$ cat src/rtl/atomrvcore_pkg.sv
// Shared types for the atomRVCORE memory-access stage.
package atomrvcore_pkg;

  typedef enum logic [1:0] {
    IDLE,
    REQ,
    WAIT
  } lsu_state_e;

  typedef enum logic [2:0] {
    MEM_B  = 3'b000,
    MEM_H  = 3'b001,
    MEM_W  = 3'b010,
    MEM_BU = 3'b100,
    MEM_HU = 3'b101
  } mem_size_e;

endpackage

$ cat src/rtl/atomrvcore_lsu_align.sv
// Byte-lane steering for the LSU: store byte enables/data, load extraction/extension and
// misaligned/illegal access detection. Purely combinational.
module atomrvcore_lsu_align
  import atomrvcore_pkg::*;
#(
  parameter int unsigned DATAWIDTH = 32
) (
  input  logic [1:0]           addr_lo,
  input  logic [2:0]           size,
  input  logic [DATAWIDTH-1:0] store_data,
  input  logic [DATAWIDTH-1:0] load_word,
  output logic [3:0]           be,
  output logic [DATAWIDTH-1:0] wdata,
  output logic [DATAWIDTH-1:0] load_data,
  output logic                 misalign
);

  logic [DATAWIDTH-1:0] lane;

  // Shift the addressed byte/half down to bit 0 before extension.
  assign lane = load_word >> {addr_lo, 3'b000};

  always_comb begin
    be        = 4'b1111;
    wdata     = store_data;
    load_data = load_word;
    misalign  = 1'b0;
    case (size)
      MEM_B, MEM_BU: begin
        be    = 4'b0001 << addr_lo;
        wdata = {(DATAWIDTH/8){store_data[7:0]}};
      end
      MEM_H, MEM_HU: begin
        be       = 4'b0011 << addr_lo;
        wdata    = {(DATAWIDTH/16){store_data[15:0]}};
        misalign = addr_lo[0];
      end
      MEM_W:   misalign = |addr_lo;
      default: misalign = 1'b1;
    endcase

    case (size)
      MEM_B:   load_data = {{(DATAWIDTH-8){lane[7]}}, lane[7:0]};
      MEM_BU:  load_data = {{(DATAWIDTH-8){1'b0}}, lane[7:0]};
      MEM_H:   load_data = {{(DATAWIDTH-16){lane[15]}}, lane[15:0]};
      MEM_HU:  load_data = {{(DATAWIDTH-16){1'b0}}, lane[15:0]};
      default: load_data = load_word;
    endcase
  end

endmodule

$ cat src/rtl/atomrvcore_lsu.sv
// atomRVCORE memory-access stage: req/gnt/rvalid data bus master, pipeline stall,
// load alignment and writeback register.
module atomrvcore_lsu
  import atomrvcore_pkg::*;
#(
  parameter int unsigned DATAWIDTH        = 32,
  parameter int unsigned REG_ADRESS_WIDTH = 5,
  parameter int unsigned TIMEOUT_CYCLES   = 16
) (
  input  logic                        clk_i,
  input  logic                        rst_ni,
  input  logic [DATAWIDTH-1:0]        result_i,
  input  logic [DATAWIDTH-1:0]        address_i,
  input  logic                        DR_EN_i,
  input  logic                        DWR_EN_i,
  input  logic [2:0]                  MEM_SIZE_i,
  input  logic [DATAWIDTH-1:0]        R2_i,
  input  logic [REG_ADRESS_WIDTH-1:0] RD_i,
  input  logic                        RWR_EN_i,
  output logic                        data_req_o,
  input  logic                        data_gnt_i,
  output logic                        data_we_o,
  output logic [DATAWIDTH-1:0]        data_addr_o,
  output logic [3:0]                  data_be_o,
  output logic [DATAWIDTH-1:0]        data_wdata_o,
  input  logic                        data_rvalid_i,
  input  logic [DATAWIDTH-1:0]        data_rdata_i,
  output logic                        stall_o,
  output logic [REG_ADRESS_WIDTH-1:0] RD_m_o,
  output logic [DATAWIDTH-1:0]        wb_data_o,
  output logic [REG_ADRESS_WIDTH-1:0] RD_wb_o,
  output logic                        RWR_EN_o,
  output logic                        misalign_o,
  output logic                        bus_err_o
);

  localparam int unsigned CntW = (TIMEOUT_CYCLES > 1) ? $clog2(TIMEOUT_CYCLES) : 1;

  lsu_state_e                  state_q;
  logic [DATAWIDTH-1:0]        addr_q;
  logic [2:0]                  size_q;
  logic [DATAWIDTH-1:0]        r2_q;
  logic [REG_ADRESS_WIDTH-1:0] rd_q;
  logic                        rwr_en_q;
  logic                        we_q;
  logic [CntW-1:0]             cnt_q;

  logic                        is_idle;
  logic                        mem_op;
  logic                        misalign;
  logic                        timeout_hit;
  logic [DATAWIDTH-1:0]        load_data;

  assign is_idle     = (state_q == IDLE);
  assign mem_op      = DR_EN_i | DWR_EN_i;
  assign timeout_hit = (TIMEOUT_CYCLES != 0) && (cnt_q == CntW'(TIMEOUT_CYCLES - 1));

  // In IDLE the aligner checks the incoming request; afterwards it works on latched copies.
  atomrvcore_lsu_align #(
    .DATAWIDTH(DATAWIDTH)
  ) u_align (
    .addr_lo   (is_idle ? address_i[1:0] : addr_q[1:0]),
    .size      (is_idle ? MEM_SIZE_i : size_q),
    .store_data(is_idle ? R2_i : r2_q),
    .load_word (data_rdata_i),
    .be        (data_be_o),
    .wdata     (data_wdata_o),
    .load_data (load_data),
    .misalign  (misalign)
  );

  assign data_req_o  = (state_q == REQ);
  assign data_we_o   = we_q;
  assign data_addr_o = {addr_q[DATAWIDTH-1:2], 2'b00};

  always_comb begin
    stall_o = 1'b0;
    RD_m_o  = '0;
    unique case (state_q)
      IDLE: begin
        stall_o = mem_op & ~misalign;
        RD_m_o  = (RWR_EN_i & ~DR_EN_i) ? RD_i : '0;
      end
      REQ:     stall_o = 1'b1;
      WAIT:    stall_o = ~data_rvalid_i;
      default: stall_o = 1'b0;
    endcase
  end

  always_ff @(posedge clk_i or negedge rst_ni) begin
    if (!rst_ni) begin
      state_q    <= IDLE;
      addr_q     <= '0;
      size_q     <= '0;
      r2_q       <= '0;
      rd_q       <= '0;
      rwr_en_q   <= 1'b0;
      we_q       <= 1'b0;
      cnt_q      <= '0;
      wb_data_o  <= '0;
      RD_wb_o    <= '0;
      RWR_EN_o   <= 1'b0;
      misalign_o <= 1'b0;
      bus_err_o  <= 1'b0;
    end else begin
      misalign_o <= 1'b0;
      bus_err_o  <= 1'b0;
      unique case (state_q)
        IDLE: begin
          cnt_q <= '0;
          if (mem_op) begin
            RWR_EN_o <= 1'b0;
            if (misalign) begin
              misalign_o <= 1'b1;
            end else begin
              addr_q   <= address_i;
              size_q   <= MEM_SIZE_i;
              r2_q     <= R2_i;
              rd_q     <= RD_i;
              rwr_en_q <= RWR_EN_i;
              we_q     <= DWR_EN_i;
              state_q  <= REQ;
            end
          end else begin
            wb_data_o <= result_i;
            RD_wb_o   <= RD_i;
            RWR_EN_o  <= RWR_EN_i;
          end
        end
        REQ, WAIT: begin
          // A response arriving in the timeout cycle still completes normally.
          if (state_q == WAIT && data_rvalid_i) begin
            state_q <= IDLE;
            cnt_q   <= '0;
            if (we_q) begin
              RWR_EN_o <= 1'b0;
            end else begin
              wb_data_o <= load_data;
              RD_wb_o   <= rd_q;
              RWR_EN_o  <= rwr_en_q;
            end
          end else if (timeout_hit) begin
            state_q   <= IDLE;
            cnt_q     <= '0;
            RWR_EN_o  <= 1'b0;
            bus_err_o <= 1'b1;
          end else begin
            if (TIMEOUT_CYCLES != 0) cnt_q <= cnt_q + CntW'(1);
            if (state_q == REQ && data_gnt_i) state_q <= WAIT;
          end
        end
        default: state_q <= IDLE;
      endcase
    end
  end

endmodule

$ cat config.mk
export PLATFORM = sky130hd
export DESIGN_NAME = atomrvcore_lsu
export DESIGN_NICKNAME = d
export VERILOG_FILES = /design/src/rtl/atomrvcore_pkg.sv /design/src/rtl/atomrvcore_lsu_align.sv /design/src/rtl/atomrvcore_lsu.sv
export SDC_FILE = /design/constraint.sdc
export NUM_CORES = 1
export LEC_CHECK = 0
export ABC_AREA = 0
export ABC_CLOCK_PERIOD_IN_PS = 2200
export CAP_MARGIN = 20
export CORE_ASPECT_RATIO = 1.1
export CORE_MARGIN = 5
export CORE_UTILIZATION = 40
export CTS_BUF_LIST = sky130_fd_sc_hd__clkbuf_8 sky130_fd_sc_hd__clkbuf_16
export DETAILED_ROUTE_END_ITERATION = 16
export HOLD_SLACK_MARGIN = 0.05
export PLACE_DENSITY_LB_ADDON = 0.25
export REMOVE_ABC_BUFFERS = 1
export SYNTH_ARGS = -nofsm -noshare
export SYNTH_HDL_FRONTEND = slang
export SYNTH_SLANG_ARGS = --single-unit
$ cat constraint.sdc
create_clock -name clk_i -period 2.2 [get_ports clk_i]
set_input_delay 0.44 -clock clk_i [delete_from_list [all_inputs] [get_ports clk_i]]
set_output_delay 0.44 -clock clk_i [all_outputs]
set_load 0.05 [all_outputs]
Yosys cells after proc, flatten, opt, wreduce, memory -nomap -nowiden
Index checks and enable logic that the tools add are counted.

storage, ports and cells
  logic and storage cells = 88
  register bits = 120
  input bits = 143

operators by class
  shift-type cells = 3
  equal/unequal tests = 14
  reductions and logical operators = 13
  muxes and demuxes = 38
  bitwise logic cells = 6
  add/subtract/negate cells = 1

operators with widths
  operator               count
  $mux W32               4
  $pmux W32 S2           2
  $pmux W32 S4           1
  $shr A32 B5 Y16        1
  $mux W5                5
  $pmux W4 S2            2
  $mux W2                6
  $mux W1                10
  $pmux W5 S2            1
  $mux W4                2
  $ne A2 B2 Y1 const B   4
  $reduce_or A2 Y1       4
  $eq A3 B3 Y1 const B   2
  $pmux W1 S3            2
  $reduce_and A3 Y1      2
  $add A4 B1 Y4 const B  1
  $eq A4 B4 Y1 const B   1
  $ne A4 B4 Y1 const B   1
  $pmux W2 S2            1
  $reduce_and A4 Y1      1
  $shl A1 B2 Y4 const A  1
  $shl A2 B2 Y4 const A  1
  $eq A3 B1 Y1 const B   1
  $eq A3 B2 Y1 const B   1
  14 further kinds       18

Longest topological paths before layout
Gate-level depths: netlist of run 1.

  word-level depth = 8
  gate-level depth with buffers = 11
  gate-level depth less buffers = 7

Modules after synthesis
Synthesis of run 1 repeated with hierarchy kept, for this count alone.

unflattened totals
  cells, all modules = 653
  area, all modules = 7,195.7 um^2

by module, submodules not included
  module                area an instance (um^2)  cells an instance  instances  sequential area each (um^2)
  atomrvcore_lsu        5,750.5                  458                1          3,002.9
  atomrvcore_lsu_align  1,445.1                  195                1          0.0

Least setup slack after synthesis of run 1
No wires, ideal clock.

  path kind = reg-to-output
  start point = reg state_q[0]
  end point = out stall_o
  data required time = 1,760 ps
  setup slack = -781 ps
  stages on the path, launching flop included = 11
  arrival time = 2,541 ps
  buffers on the path = 3
  cell sequence = dfrtp_1 inv_1 ha_1 buf_6 mux2i_4 nand2_1 a31oi_4 buf_6 buf_6 nor3_1 nor2_1

between the ends
  longest elaborated chain between the ends = 8
  elaborated cells between the ends (all ways) = 17
  classes of those cells = 6 x eq/ne; 4 x mux; 2 x bitwise; 5 x reduce/logical

ends and longest elaborated chain
  element                                     RTL line                                    source
  from (decl)                                 atomrvcore_lsu.sv:39                        lsu_state_e state_q;
  from (signal assigned)                      atomrvcore_lsu.sv:92                        state_q <= IDLE;
  from (signal assigned)                      atomrvcore_lsu.sv:122                       state_q <= REQ;
  from (signal assigned)                      atomrvcore_lsu.sv:133                       state_q <= IDLE;
  $logic_not A2 Y1                            atomrvcore_lsu.sv:54, atomrvcore_lsu.sv:79
  $mux W3                                     atomrvcore_lsu.sv:63                        .size (is_idle ? MEM_SIZE_i : size_q),
  $eq A3 B1 Y1, or another cell as far along  atomrvcore_lsu_align.sv:28                  case (size)
  $reduce_or A2 Y1                            atomrvcore_lsu_align.sv:28
  $pmux W1 S3                                 atomrvcore_lsu_align.sv:28
  $not A1 Y1 (no source line)                 n/a
  $and A1 B1 Y1                               atomrvcore_lsu.sv:81                        stall_o = mem_op & ~misalign;
  $pmux W1 S3 *                               atomrvcore_lsu.sv:79                        unique case (state_q)
  to (decl)                                   atomrvcore_lsu.sv:28                        output logic stall_o,

Every way passes the cells marked *; elsewhere a longest branch is shown, timed or not.

Worst setup path in the final report of run 1
  start point = reg state_q[0]
  end point = out data_be_o[2]

between the ends
  longest elaborated chain between the ends = 5
  elaborated cells between the ends (all ways) = 12
  classes of those cells = 3 x eq/ne; 2 x shift; 3 x mux; 4 x reduce/logical

ends and longest elaborated chain
  element                                     RTL line                    source
  $logic_not A2 Y1 *                          atomrvcore_lsu.sv:54        assign is_idle = (state_q == IDLE);
  $mux W3                                     atomrvcore_lsu.sv:63
  $eq A3 B1 Y1, or another cell as far along  atomrvcore_lsu_align.sv:28
  $reduce_or A2 Y1                            atomrvcore_lsu_align.sv:28
  $pmux W4 S2 *                               atomrvcore_lsu_align.sv:28
  to (decl)                                   atomrvcore_lsu.sv:24        output logic [3:0] data_be_o,

Marked as above.

==> results of run 1 <==
==> Yosys cell counts, types with 2 or more instances <==
master and instances:
sky130_fd_sc_hd__nor2_1 49, sky130_fd_sc_hd__a2bb2oi_1 3, sky130_fd_sc_hd__a21oi_1 33, sky130_fd_sc_hd__mux2_1 37, sky130_fd_sc_hd__and2_1 5, sky130_fd_sc_hd__o22ai_1 2
sky130_fd_sc_hd__buf_4 37, sky130_fd_sc_hd__nand2_1 71, sky130_fd_sc_hd__mux2_2 39, sky130_fd_sc_hd__a221oi_1 19, sky130_fd_sc_hd__ha_1 5, sky130_fd_sc_hd__nor3b_1 3
sky130_fd_sc_hd__nand3_1 13, sky130_fd_sc_hd__o211ai_1 3, sky130_fd_sc_hd__a21oi_2 3, sky130_fd_sc_hd__o21a_1 2, sky130_fd_sc_hd__buf_2 15, sky130_fd_sc_hd__inv_1 14
sky130_fd_sc_hd__buf_6 7, sky130_fd_sc_hd__or2_2 3, sky130_fd_sc_hd__o2bb2ai_1 5, sky130_fd_sc_hd__nor2b_1 6, sky130_fd_sc_hd__dfrtp_1 120, sky130_fd_sc_hd__mux2i_4 2
sky130_fd_sc_hd__mux2i_1 45, sky130_fd_sc_hd__o221ai_1 3, sky130_fd_sc_hd__a211oi_1 4, sky130_fd_sc_hd__a31oi_1 29, sky130_fd_sc_hd__clkbuf_1 14, sky130_fd_sc_hd__a32oi_1 3
sky130_fd_sc_hd__nor3_1 3, sky130_fd_sc_hd__o21ai_0 40, sky130_fd_sc_hd__nand2b_1 6
==> per-stage QoR <==
step	setup TNS, ns	hold slack, ns
final	-38.04	0.486
after global routing	-50.69	0.511
after CTS	-29.51	0.489
after detailed placement	-33.37	0.419
after global placement	-25.15	0.421
after floorplan	-409.38	0.144
==> per-layer routing <==
| metal | global-route usage, % | routed length [microns] | vias up | share of wire (%) |
|---|---|---|---|---|
| li1 | - | - | 3092 | - |
| met1 | 27.8 | 9830 | 3324 | 37 |
| met2 | 41.3 | 13800 | 327 | 52 |
| met3 | 8.92 | 2370 | 64 | 8.9 |
| met4 | 7.33 | 720 | 2 | 2.7 |
| met5 | 0 | 13 | - | 0.049 |
==> final cells by class <==
type | instances | share of cell area, %
sequential | 120 | 23.3
clock buffer | 17 | 3.30
clock inverter | 15 | 1.21
inverter | 15 | 0.592
multi-input combinational | 458 | 32.5
tap | 208 | 2.02
timing repair buffer | 411 | 37.1
==> cell families after synthesis <==
kind of cell	share of synthesized area, %
AOI/OAI and AO/OA	15.3
adders and majority gates	0.923
buffers and inverters	8.03
DFF	44.3
muxes	20.4
other	0.0553
and+or+nand+nor	11.0
==> critical path: stages (launching register included) <==
cell                      delay (ns)
sky130_fd_sc_hd__dfrtp_1        0.39
sky130_fd_sc_hd__inv_2          0.08
sky130_fd_sc_hd__ha_4           0.20
sky130_fd_sc_hd__buf_8          0.15
sky130_fd_sc_hd__buf_12         0.11
sky130_fd_sc_hd__mux2i_4        0.27
sky130_fd_sc_hd__buf_4          0.16
sky130_fd_sc_hd__nor2_4         0.04
sky130_fd_sc_hd__or3_4          0.33
sky130_fd_sc_hd__buf_12         0.16
==> flip-flops by register name (all words and copies together) (netlist names) <==
register / flops
addr_q: 32
r2_q: 32
wb_data_o: 32
RD_wb_o: 5
rd_q: 5
cnt_q: 4
size_q: 3
state_q: 2
RWR_EN_o: 1
bus_err_o: 1
data_we_o: 1
misalign_o: 1
rwr_en_q: 1
==> path summary, 6_finish.rpt <==
path	start	endpoint	slack (ns)	depth (start not counted)
min in group asynchronous	rst_ni	wb_data_o[5]	0.50	2
min reg2reg	r2_q[27]	r2_q[27]	0.49	1
max reg2reg	state_q[0]	r2_q[1]	-0.37	11
max in group asynchronous	rst_ni	r2_q[18]	1.04	3
min	r2_q[27]	r2_q[27]	0.49	1
max	state_q[0]	data_be_o[2]	-0.57	9
==> what timing repair did <==
item                       4_1_cts  5_1_grt
setup endpoints to repair      152      154
gates cloned                     1       10
buffers inserted                31       27
hold buffers                     1        0
hold endpoints to repair        29        0
pin swaps                       17       27
resized for setup              142      131
==> summary.md, run 1 <==
| Metric | Value |
|---|---|
| Run status | `finished, violations left` |
| Violated checks | `setup timing` |
| Signal arrival time at the worst endpoint | `2.33 ns` |
| Worst slack at placement | `-0.362 ns` |
| Count of filler cells inserted in the layout | `1,039` |
| Share of final-layout standard cells stronger than drive strength 1 | `40.3%` |
| Final hold violation count | `0` |
| Fmax achieved | `0.360 GHz` |
| Sequential area share after synthesis | `44.3%` |
| Number of buffers created by CTS | `17` |
| Area taken by multi-input logic gates | `4190 sq um` |
| Fin crit period | `2.77 ns` |
| Clock sink count | `120` |
| Transition time at the pin with the least slew margin | `0.547 ns` |
| Asr flop ratio synth | `100%` |
| Most frequent cells in the layout | `sky130_fd_sc_hd__clkdlybuf4s50_1, sky130_fd_sc_hd__dfrtp_1, sky130_fd_sc_hd__buf_4` |
| Area Growth Syn to Fin | `90.3%` |
| Launching element type of the critical path | `flop` |
| Inserted Diodes | `0` |
| Worst min-delay path category | `flop to flop` |
| Count of pins over their slew limit | `0` |
| Largest area contributor in the netlist | `sky130_fd_sc_hd__dfrtp_1` |
| Cell types with the largest area share after synthesis | `sky130_fd_sc_hd__dfrtp_1, sky130_fd_sc_hd__mux2i_1, sky130_fd_sc_hd__mux2_2, sky130_fd_sc_hd__mux2_1, sky130_fd_sc_hd__buf_4` |
| Number of enable-type register cells in the synthesized netlist | `0` |
| Area fraction of the dominant cell type after synthesis | `44.3%` |
| Total non-filler cell area in the finished layout | `12,900 sq um` |
| Initial antenna violation count | `1` |
| Number of placement rows | `50` |
| WL per Instance | `21.5 microns` |
| FF+latch area | `3000 sq um` |
| Placed Instance Area | `10,400 sq um` |
| GR Overflow Total | `0` |
| Die span in y | `147 microns` |
| Post-synth top flop | `sky130_fd_sc_hd__dfrtp_1` |
| Clock tree root buffer cell | `sky130_fd_sc_hd__clkbuf_16` |
| H-tree Lvls | `4` |
| Critical path start-end classification | `flop to output port` |
| Required arrival time at the worst endpoint | `1.76 ns` |
| Overall Global Routing Usage | `24.0%` |
| Most frequent standard cell in the layout excluding fill and tap cells | `sky130_fd_sc_hd__clkdlybuf4s50_1` |
| Relative slew slack | `63.4%` |
| Period utilization | `126%` |
| # nets final | `1,171` |
| Number of distinct library cell variants in the gate-level netlist after synthesis | `56` |
| Number of synthesis warnings | `0` |
| Die outline width | `134 microns` |
| Placer Congestion | `0.838` |
| Synthesized area divided by synthesized cell count | `10.2 sq um` |
| Maximum fanout encountered on the critical timing path | `7` |
| Number of cells in the finished layout apart from fillers | `1,244` |
| Final Setup Violations | `138` |
| Area enclosed by the die boundary | `19,700 sq um` |
| Number of max-cap violations | `0` |
| Core region area | `16,800 sq um` |
| Core utilization of the finished layout | `76.7%` |
| Via count of the first global-routing pass | `7,029` |
| Number of ports placed on the die boundary | `259` |
| Detailed-routing iteration count for the pre-antenna-repair pass | `6` |
| WL final | `26.7 mm` |
| Cell count after placement | `1,150` |
| Port Buffers | `256` |
| Element type at the critical path end | `output port` |
| Insertion delay to the later sink of the worst-skew pair | `0.43 ns` |
| Initial Utilization | `40.3%` |
| Count of nets left with antenna violations after detail routing | `0` |
| Unrepaired setup endpoints after global routing | `yes` |
| Sum of net half-perimeters after detailed placement | `16.6 mm` |
| Setup ws final | `-0.575 ns` |
| Worst-path clk slew | `0.06 ns` |
| Drt via density | `5.47` |
| Detailed router's first-iteration violation count | `390` |
| Post-Synthesis Cell Area | `6780 sq um` |
| CTS tree | `built` |
| Number of synthesized register bits | `120` |
| Number of design rule violations left after detail routing | `0` |
| Largest net degree at the start of global routing | `51` |
| Overall via count from detail_route | `6,809` |
| Worst Skew | `0.00721 ns` |
| Number of instances in the synthesized netlist | `666` |
| Global-route wire length before repair | `37.2 mm` |
| Bufs on Longest Clock Path | `2` |
Power of run 1 is not shown: default switching activity piles up to over one toggle a cycle in this logic, so the estimate is an artifact.
==> inputs of run 2 (changes only) <==
--- a/config.mk
+++ b/config.mk
@@ -6,11 +6,10 @@
 export NUM_CORES = 1
 export LEC_CHECK = 0
 export ABC_AREA = 0
-export ABC_CLOCK_PERIOD_IN_PS = 2200
-export CAP_MARGIN = 20
+export ABC_CLOCK_PERIOD_IN_PS = 2900
 export CORE_ASPECT_RATIO = 1.1
 export CORE_MARGIN = 5
-export CORE_UTILIZATION = 40
+export CORE_UTILIZATION = 46
 export CTS_BUF_LIST = sky130_fd_sc_hd__clkbuf_8 sky130_fd_sc_hd__clkbuf_16
 export DETAILED_ROUTE_END_ITERATION = 16
 export HOLD_SLACK_MARGIN = 0.05
@@ -18,4 +17,5 @@
 export REMOVE_ABC_BUFFERS = 1
 export SYNTH_ARGS = -nofsm -noshare
 export SYNTH_HDL_FRONTEND = slang
+export SYNTH_HIERARCHICAL = 1
 export SYNTH_SLANG_ARGS = --single-unit
==> constraint.sdc (replaced) <==
create_clock -name clk_i -period 2.9 [get_ports clk_i]
set_input_delay 0.58 -clock clk_i [delete_from_list [all_inputs] [get_ports clk_i]]
set_output_delay 0.58 -clock clk_i [all_outputs]
set_load 0.05 [all_outputs]
==> summary.md, run 2 <==
| Metric | Value |
|---|---|
| Signal arrival time at the worst endpoint | `2.32 ns (about the same)` |
| Transition time at the pin with the least slew margin | `0.590 ns (+0.0432 ns)` |
| Core region area | `15,600 sq um (-7.6%)` |
| Run status | `finished, violations left` |
| Number of max-cap violations | `0 (unchanged)` |
| WL per Instance | `20.1 microns (-6.2%)` |
| Total routed wire length on the met1 layer | `8.30 mm (-16%)` |
| Count of nets left with antenna violations after detail routing | `0 (unchanged)` |
| Detailed-routing iteration count for the pre-antenna-repair pass | `5 (-1)` |
| Number of synthesis warnings | `6 (+6)` |
| Bufs on Longest Clock Path | `2 (unchanged)` |
| Fmax achieved | `0.345 GHz` |
| Largest area contributor in the netlist | `sky130_fd_sc_hd__dfrtp_1` |
| Most repeated library cell on the critical path | `sky130_fd_sc_hd__mux2_4` |
| Period utilization | `100%` |
| Routed length on met2 | `10.5 mm (-24%)` |
| GR Overflow Total | `0 (unchanged)` |
| Fin crit period | `2.90 ns` |
| Die outline width | `129 microns (-3.6%)` |
| Setup ws final | `-0.00114 ns (+0.574 ns)` |
| Largest net degree at the start of global routing | `83 (+63%)` |
| Synthesized area divided by synthesized cell count | `11.0 sq um (+8.3%)` |
| Count of pins over their slew limit | `0 (unchanged)` |
| Sequential area share after synthesis | `41.7% (-2.6 points)` |
| Crit path max-delay cell type | `sky130_fd_sc_hd__dfrtp_1` |
| # nets final | `1,027 (-12%)` |
| Cell breakdown of the critical path | `inv_2 > ha_4 > buf_4 > mux2_4 > nor2_4 > buf_6 > mux2_4 > buf_8` |
| Number of instances in the synthesized netlist | `653 (-2.0%)` |
| Insertion delay to the later sink of the worst-skew pair | `0.42 ns (about the same)` |
| Via count of the first global-routing pass | `6,378 (-9.3%)` |
| Post-Synthesis Cell Area | `7200 sq um (+6.1%)` |
| Worst min-delay path category | `input port to async pin` |
| Area enclosed by the die boundary | `18,200 sq um (-7.2%)` |
| Relative slew slack | `60.7% (-2.8 points)` |
| Port Buffers | `256 (unchanged)` |
| Clock tree root buffer cell | `sky130_fd_sc_hd__clkbuf_16` |
| Top flop regs | `addr_q: 32 flops, r2_q: 32 flops, wb_data_o: 32 flops` |
| H-tree Lvls | `4 (unchanged)` |
| Initial antenna violation count | `1 (unchanged)` |
| Worst Skew | `0.0101 ns (+0.00287 ns)` |
| Global-route wire length before repair | `33.8 mm (-9.3%)` |
| Highest metal layer with signal wires | `met5` |
| Total length of routed met3 wires | `2.35 mm (-0.84%)` |
| CTS tree | `built` |
| Top cells by count, synth | `sky130_fd_sc_hd__dfrtp_1, sky130_fd_sc_hd__mux2_2, sky130_fd_sc_hd__nand2_1, sky130_fd_sc_hd__mux2i_1, sky130_fd_sc_hd__o21ai_1` |
| Cell family with the largest share of critical-path delay | `multiplexers` |
| Share of final-layout standard cells stronger than drive strength 1 | `30.3% (-9.9 points)` |
| Inserted Diodes | `0 (unchanged)` |
| Critical path start-end classification | `flop to output port` |
| WL final | `22.0 mm (-18%)` |
| Post-synth top flop | `sky130_fd_sc_hd__dfrtp_1` |
| Detailed router's first-iteration violation count | `348 (-11%)` |
| Cell types with the largest area share after synthesis | `sky130_fd_sc_hd__dfrtp_1, sky130_fd_sc_hd__mux2_2, sky130_fd_sc_hd__mux2i_1, sky130_fd_sc_hd__buf_4, sky130_fd_sc_hd__o21ai_1` |
| Number of distinct library cell variants in the gate-level netlist after synthesis | `50 (-11%)` |
| Maximum fanout encountered on the critical timing path | `7 (unchanged)` |
| Number of buffers created by CTS | `17 (unchanged)` |
| Final Setup Violations | `3 (-98%)` |
| Number of enable-type register cells in the synthesized netlist | `0 (unchanged)` |
| Launching element type of the critical path | `flop` |
| Number of placement rows | `48 (-4.0%)` |
| Number of synthesized register bits | `120 (unchanged)` |
| Area Growth Syn to Fin | `48.4%` |
| Drt via density | `5.43 (-0.76%)` |
| Overall via count from detail_route | `5,926 (-13%)` |
| Number of ports placed on the die boundary | `259 (unchanged)` |
| Violated checks | `setup timing` |
| Die span in y | `141 microns (-3.7%)` |
| Initial Utilization | `46.3% (+6.0 points)` |
| CTS Hold Bufs | `0 (-1)` |
| Required arrival time at the worst endpoint | `2.32 ns (+0.56 ns)` |
| Most frequent cells in the layout | `sky130_fd_sc_hd__clkdlybuf4s50_1, sky130_fd_sc_hd__dfrtp_1, sky130_fd_sc_hd__mux2_2` |
| Worst-path clk slew | `0.06 ns (about the same)` |
| CP peak stage delay | `0.39 ns (about the same)` |
| Final hold violation count | `0 (unchanged)` |
| Most frequent standard cell in the layout excluding fill and tap cells | `sky130_fd_sc_hd__clkdlybuf4s50_1` |
| Sum of net half-perimeters after detailed placement | `15.6 mm (-5.8%)` |
| Placer Congestion | `0.881 (+5.1%)` |
| Overall Global Routing Usage | `23.7% (-0.30 points)` |
| Bufs and invs on worst path | `4 (-1)` |
| Unrepaired setup endpoints after global routing | `yes` |
| Area fraction of the dominant cell type after synthesis | `41.7% (-2.6 points)` |
| Worst hold slack after final layout | `0.152 ns (-0.334 ns)` |
| Element type at the critical path end | `output port` |
| Number of design rule violations left after detail routing | `0 (unchanged)` |
| Clock sink count | `120 (unchanged)` |
| Final setup TNS | `-0.00194 ns (+38.04 ns)` |
| Core utilization of the finished layout | `68.6% (-8.0 points)` |
| Asr flop ratio synth | `100% (unchanged)` |
[run 2: cell count changes after synthesis, sizes merged, moves of 9 or more]
| cell | delta |
|---|---|
| o21ai | +24 |
| nor2 | -37 |
| a221oi | -19 |
| buf | +19 |
| o211a | +9 |
| mux2 | +58 |
| o31ai | +9 |
| a31oi | -30 |
| nand2 | -12 |
| nand3 | -11 |
| a21oi | -26 |
[run 2: area by class of cell]
cell class	count	area (sq um)
clock inverter	14	128
multi-input combinational	432	3670
tap	200	250
clock buffer	17	425
inverter	12	45.0
sequential	120	3000
fill	1128	4880
timing repair buffer	296	3150
[run 2: path summary, 6_finish.rpt]
path | cells past startpoint | start | slack [ns] | to
max | 8 | state_q[0] | -0.001 | data_wdata_o[13]
min | 1 | rst_ni | 0.15 | wb_data_o[0]
max reg2reg | 11 | state_q[0] | 0.30 | r2_q[17]
min reg2reg | 2 | wb_data_o[25] | 0.49 | wb_data_o[25]
max in group asynchronous | 2 | rst_ni | 1.90 | r2_q[4]
min in group clk_i | 2 | wb_data_o[25] | 0.49 | wb_data_o[25]
[run 2: cell families (layout without fill, tap and decap cells)]
group / Yosys count / after routing / share of synthesized area (%)
compound gates: 127 / 127 / 12.4
fa+ha+maj: 5 / 5 / 0.869
buf+inv: 102 / 339 / 9.22
flops: 120 / 120 / 41.7
mux: 190 / 190 / 28.8
other cells: 1 / 2 / 0.0521
simple gates: 108 / 108 / 6.97
[run 2: metrics by stage]
stage	std cells	setup WS, ns	instance area, sq um
2_1_floorplan	564	-3.22	6580
3_3_place_gp	1045	-0.0126	9760
3_5_place_dp	1045	-0.0252	9760
4_1_cts	1081	-0.0791	10500
5_1_grt	1091	-0.110	10700
6_report	1091	-0.00114	10700
[run 2: timing repair]
item / 4_1_cts / 5_1_grt
buffers inserted: 5 / 8
gates resized for setup: 41 / 17
setup endpoints to repair: 42 / 27
cloned: 0 / 2
pin swaps: 6 / 3
[run 2: per-layer routing]
layer / GRT usage [%] / vias up
met4: 10.5 / 2
li1: - / 2746
met3: 9.89 / 51
met2: 37.9 / 279
met1: 27.6 / 2848
met5: 0 / -
Power of run 2 is left out for the same reason.
